--- config.mk ---
export PLATFORM = sky130hd
export DESIGN_NAME = branch_predictor
export DESIGN_NICKNAME = d
export VERILOG_FILES = /design/src/rtl/branch_predictor.sv
export SDC_FILE = /design/constraint.sdc
export NUM_CORES = 2
export LEC_CHECK = 0
export CORE_AREA = 2 2 306 308
export CTS_CLUSTER_DIAMETER = 150
export DETAILED_ROUTE_END_ITERATION = 16
export DIE_AREA = 0 0 308 310
export PLACE_DENSITY = 0.62
export SYNTH_ARGS = -nofsm -noshare
export SYNTH_HDL_FRONTEND = slang
export SYNTH_SLANG_ARGS = --single-unit
--- constraint.sdc ---
create_clock -name clk -period 24.2 [get_ports clk]
set_input_delay 3.63 -clock clk [delete_from_list [all_inputs] [get_ports clk]]
set_output_delay 3.63 -clock clk [all_outputs]
set_load 0.1 [all_outputs]
--- src/rtl/branch_predictor.sv ---
// rtl/branch_predictor.sv - Tournament branch predictor: local, global and chooser tables of 2-bit counters
// Lookups are combinational off fetch_pc; training uses only the indices carried down the pipe.
module branch_predictor #(
  parameter int ls = 8,
  parameter int gs = 6
) (
  input  logic          clk,
  input  logic          reset,
  input  logic [15:0]   fetch_pc,
  output logic          pred_taken,
  output logic [1:0]    pred,
  output logic [ls-1:0] local_index,
  output logic [gs-1:0] global_index,
  input  logic          upd_valid,
  input  logic          upd_taken,
  input  logic [1:0]    upd_pred,
  input  logic [ls-1:0] upd_local_index,
  input  logic [gs-1:0] upd_global_index,
  output logic [gs-1:0] ghr
);
  localparam int LN = 1 << ls;
  localparam int GN = 1 << gs;

  logic [1:0]    local_tab   [LN];
  logic [1:0]    global_tab  [GN];
  logic [1:0]    chooser_tab [GN];
  logic [gs-1:0] ghr_q;

  logic          local_pred;
  logic          global_pred;
  logic          local_correct;
  logic          global_correct;
  logic          unused_pc_bits;

  function automatic logic [1:0] sat_step(input logic [1:0] c, input logic inc, input logic dec);
    if (inc && c != 2'b11) return c + 2'b01;
    if (dec && c != 2'b00) return c - 2'b01;
    return c;
  endfunction

  // Word-aligned PC: bit 0 never indexes, upper bits alias.
  assign unused_pc_bits = ^{fetch_pc[15:ls+1], fetch_pc[0]};

  assign local_index  = fetch_pc[ls:1];
  assign global_index = fetch_pc[gs:1] ^ ghr_q;
  assign local_pred   = local_tab[local_index][1];
  assign global_pred  = global_tab[global_index][1];
  assign pred         = {local_pred, global_pred};
  assign pred_taken   = chooser_tab[global_index][1] ? global_pred : local_pred;
  assign ghr          = ghr_q;

  assign local_correct  = (upd_pred[1] == upd_taken);
  assign global_correct = (upd_pred[0] == upd_taken);

  always_ff @(posedge clk or posedge reset) begin
    if (reset) begin
      for (int i = 0; i < LN; i++) local_tab[ls'(i)] <= 2'b01;
      for (int j = 0; j < GN; j++) begin
        global_tab[gs'(j)]  <= 2'b01;
        chooser_tab[gs'(j)] <= 2'b01;
      end
      ghr_q <= '0;
    end else if (upd_valid) begin
      local_tab[upd_local_index]    <= sat_step(local_tab[upd_local_index], upd_taken, !upd_taken);
      global_tab[upd_global_index]  <= sat_step(global_tab[upd_global_index], upd_taken, !upd_taken);
      // Chooser moves toward whichever component alone was right.
      chooser_tab[upd_global_index] <= sat_step(chooser_tab[upd_global_index],
                                                global_correct && !local_correct,
                                                local_correct && !global_correct);
      ghr_q <= {ghr_q[gs-2:0], upd_taken};
    end
  end

endmodule

==> results.md <==
Outcome:
- The flow ran to the end, and the final reports show no timing, DRC or antenna violations.

Layout:
- The layout overhead on the synthesized area is 11.5%.
- The top cell types in the final layout, fill and taps aside, are 489 x nand2_1, 384 x edfxtp_1, 273 x mux4_2.
- The final standard cell area without fillers is ~43000 µm².
- The final cell count without fillers is just over 4000.
- The number of nets in the layout is ~2800.
- The repair_antennas step left the layout with diodes totalling 0.
- In the final layout, the share of cells above drive strength 1 is between 30% and 40%.
- The count of filler cells inserted in the layout is 8044.
- Leaving out fill and tap cells, the most frequent cell in the layout is nand2_1.

Clocking:
- In this run the clock root is driven by a clkbuf_16.
- Gates resized during post-CTS repair numbered 0.
- The clock tree from TritonCTS is done.
- The number of setup buffers added after CTS is 0.
- The clock buffer count from CTS is 87.
- The clock reaches the later pin of the worst-skew pair after ~680 ps.
- Buffers inserted to repair hold after CTS numbered 0.
- The clock drives slightly below 800 sinks.
- The buffer depth of the longest clock path is 3.
- Clock-pin slew was measured on the worst setup and hold paths at about 60 ps.
- The level count of the clock H-tree is 3.

STA:
- The shortest period the worst path allows is ~12000 ps.
- Setup violations remaining at the end of the flow were counted as 0.
- The final-report max-slew violation count is 0.
- At the pin with the least slew margin, the transition time is 1360 ps.
- Setup repair after global routing left no endpoint under its margin.
- In the finished design, the share of the clock period the worst path needs comes to 50.5%.
- The worst relative slew slack is a little under a tenth.
- The post-route clock skew is between 30 and 40 ps.
- The total negative slack for setup checks is 0 ps.
- Across all hold checks on the routed design, the worst slack comes to between 400 and 500 ps.
- The count of endpoints failing hold in the final timing report came to 0.
- Based on the critical path, the design can be clocked at up to 81.8 MHz.

Global routing:
- The via count of the first global-routing pass came to between 20000 and 30000.
- The number of antenna violations at the first check in global routing came to 2.
- Global routing used between 20% and 30% of the available tracks.
- The first-pass GRT wire length is 165000 µm.
- The sum of overflow across all layers after global routing is 0.
- Entering global routing, the biggest net connects approximately 130 pins.

Placed design:
- The weighted congestion reported at the end of routability-driven placement is 0.900.
- The post-detailed-placement cell area is between 40000 and 50000 µm².
- Summed over all nets, the half-perimeter wirelength after detailed placement is 70100 µm.
- The instance count after placement with tap cells included is approximately 3900.
- In this run the tool buffered the top-level ports with 50 buffer cells.

Detailed routing:
- The per-cell routed wire length is ~27 µm.
- The final layout contains routed wiring with a total length of approximately 110000 µm.
- After detailed routing, the number of remaining DRC violations is 0.
- The count of routing violations after the opening detailed-route iteration is between 2000 and 3000.
- The final route contains approximately 25000 vias.
- The number of detailed-routing iterations run before antenna repair is 6.
- The final antenna-violating net count is 0.
- The via count normalized by instance count is 6.24.

Synth:
- In the synthesized netlist the async set-or-reset flop fraction comes to ~50%.
- The mapped netlist covers 38500 µm².
- The synthesized instance count is approximately 2800.
- The number of register bits inferred by synthesis is 774.
- The most used flip-flop cell after synthesis is edfxtp_1.
- Yosys mapped a number of flops with a built-in enable equal to roughly 380.
- Synthesis instantiated 71 different standard cells from the library.
- After synthesis, the mean cell area works out to 13.9 µm².
- The synthesized netlist net count is ~2800.
- The sequential share of the synthesized area is a little under three fifths.
- For this run, the number of Yosys warnings is 0.

Worst setup path:
- The data required time of the critical path is between 20000 and 25000 ps.
- The maximum fanout along the worst path is 30.
- The startpoint type of the worst setup path is an input port.
- Walking the worst path, the cells encountered are buf_4 > buf_4 > buf_4 > mux4_2 > mux4_2 > a22oi_1 > nand2_1 > mux4_2 > mux2_2 > clkdlybuf4s50_1.
- The largest single stage delay on the critical path is slightly below 1000 ps.
- The critical path in this run is classified as in2out.
- STA classifies the critical path endpoint as an output pin.
- The slowest stage of the critical path is the clkdlybuf4s50_1 cell.
- The critical path data arrival time is about 8600 ps.
- Counting both buffers and inverters, the worst setup path holds a total of 4.
- Broken down by cell family, the worst path's largest delay share belongs to buffers and inverters.

Floorplanning:
- The initial utilization of the core area, before any placement, comes to between 40% and 50%.
- The x dimension of the die is about 300 µm.
- The I/O pin count is 59.
- The vertical extent of the die is between 300 and 400 µm.
- The total area inside the core boundary comes to 92500 µm².
- The number of placement rows is 112.
- The die area is about 95000 µm².

Worst hold path:
- The path class of the tightest hold or removal check is reg2reg.

Job:
- The reported max-cap violation count is 0.

Pwr:
- Across the VDD grid, the largest voltage drop is roughly 50 µV.
- The static power due to leakage is around 15 nW.
- The design draws 3.49 mW.
- In this run the power density over the cells is 81.5 nW/µm².
through the flow:
| step | util, % | worst slack (ps) |
|---|---|---|
| 6_report | 46.4 | 11980 |
| 5_1_grt | 46.4 | 11730 |
| 4_1_cts | 46.4 | 11940 |
| 3_5_place_dp | 43.2 | 11940 |
| 3_3_place_gp | 43.2 | 11930 |
| 2_1_floorplan | - | 5350 |
sequential cells by signal, indices dropped and copies added, names as in the netlist:
name / count
ghr: 6
chooser_tab: 128
local_tab: 512
global_tab: 128
worst paths after layout:
kind	start	end	slack (ps)	depth (start not counted)
max in group asynchronous	reset	local_tab[259]$_DFFE_PP0P_	18140	4
min in group asynchronous	reset	ghr[5]$_DFFE_PP0P_	3480	2
worst min-delay path	local_tab[474]$_DFFE_PP1P_	local_tab[474]$_DFFE_PP1P_	470	2
worst min register to register	local_tab[474]$_DFFE_PP1P_	local_tab[474]$_DFFE_PP1P_	470	2
worst max register to register	local_tab[40]$_DFFE_PP_	local_tab[393]$_DFFE_PP0P_	18710	13
worst max-delay path	fetch_pc[1]	pred_taken	11980	10
area by class of cell:
| type | instances | area [µm²] | share of cell area, % |
|---|---|---|---|
| Multi-Input combinational cell | 1765 | 16000 | 37.2 |
| Clock buffer | 120 | 2380 | 5.55 |
| Tap cell | 1197 | 1500 | 3.49 |
| Inverter | 18 | 75.1 | 0.175 |
| Sequential cell | 774 | 21500 | 50.2 |
| Clock inverter | 42 | 500 | 1.17 |
| Timing Repair Buffer | 111 | 935 | 2.18 |
Yosys cell counts, drive strengths merged (8+ instances only):
master | instances | share of area (%)
nand2 | 489 | 4.8
edfxtp | 384 | 30
mux4 | 273 | 16
o31ai | 256 | 6.0
nor2 | 216 | 2.1
dfrtp | 198 | 13
dfstp | 192 | 13
mux2 | 166 | 4.9
buf | 122 | 1.9
clkbuf | 88 | 0.86
mux2i | 61 | 1.6
a22oi | 32 | 0.62
nor2b | 25 | 0.41
a221oi | 22 | 0.50
inv | 17 | 0.17
o21ai | 17 | 0.22
nand2b | 15 | 0.24
o22ai | 15 | 0.24
a21oi | 14 | 0.18
nand3 | 14 | 0.18
a22o | 12 | 0.27
and2 | 12 | 0.20
nor3 | 10 | 0.13
and3 | 8 | 0.13
nor3b | 8 | 0.16
kinds of logic (layout without fill, tap and decap cells):
kind of cell	count (synthesis)	in the layout	synth area share, %
and+or+nand+nor	820	820	8.82
DFF	774	774	56.0
muxes	500	500	22.4
AOI/OAI and AO/OA	431	431	9.51
buffers and inverters	228	291	2.90
xor gates and xnor gates	8	8	0.182
adders and majority gates	6	6	0.195
layer usage:
layer / vias up / share of wire, % / track usage [%]
met5: - / 0.012 / 0
met4: 2 / 3.3 / 8.01
met3: 228 / 9.7 / 5.32
met2: 1255 / 47 / 36.5
met1: 13012 / 40 / 31.6
li1: 10649 / - / -
tightest hold or removal path: cells and delay by family (launching register included):
kind	cells	cell delay [ps]
AOI/OAI and AO/OA	1	60
and+or+nand+nor	1	40
DFF	1	370
power breakdown:
part | total [mW] | internal, mW | switching (mW) | leakage (nW)
sequential | 1.58 | 1.54 | 0.0486 | 8.14
combinational | 0.580 | 0.198 | 0.382 | 5.57
clock | 1.33 | 0.771 | 0.558 | 1.39
total | 3.49 | 2.50 | 0.989 | 15.1
Power figures use the tool's default switching activity.
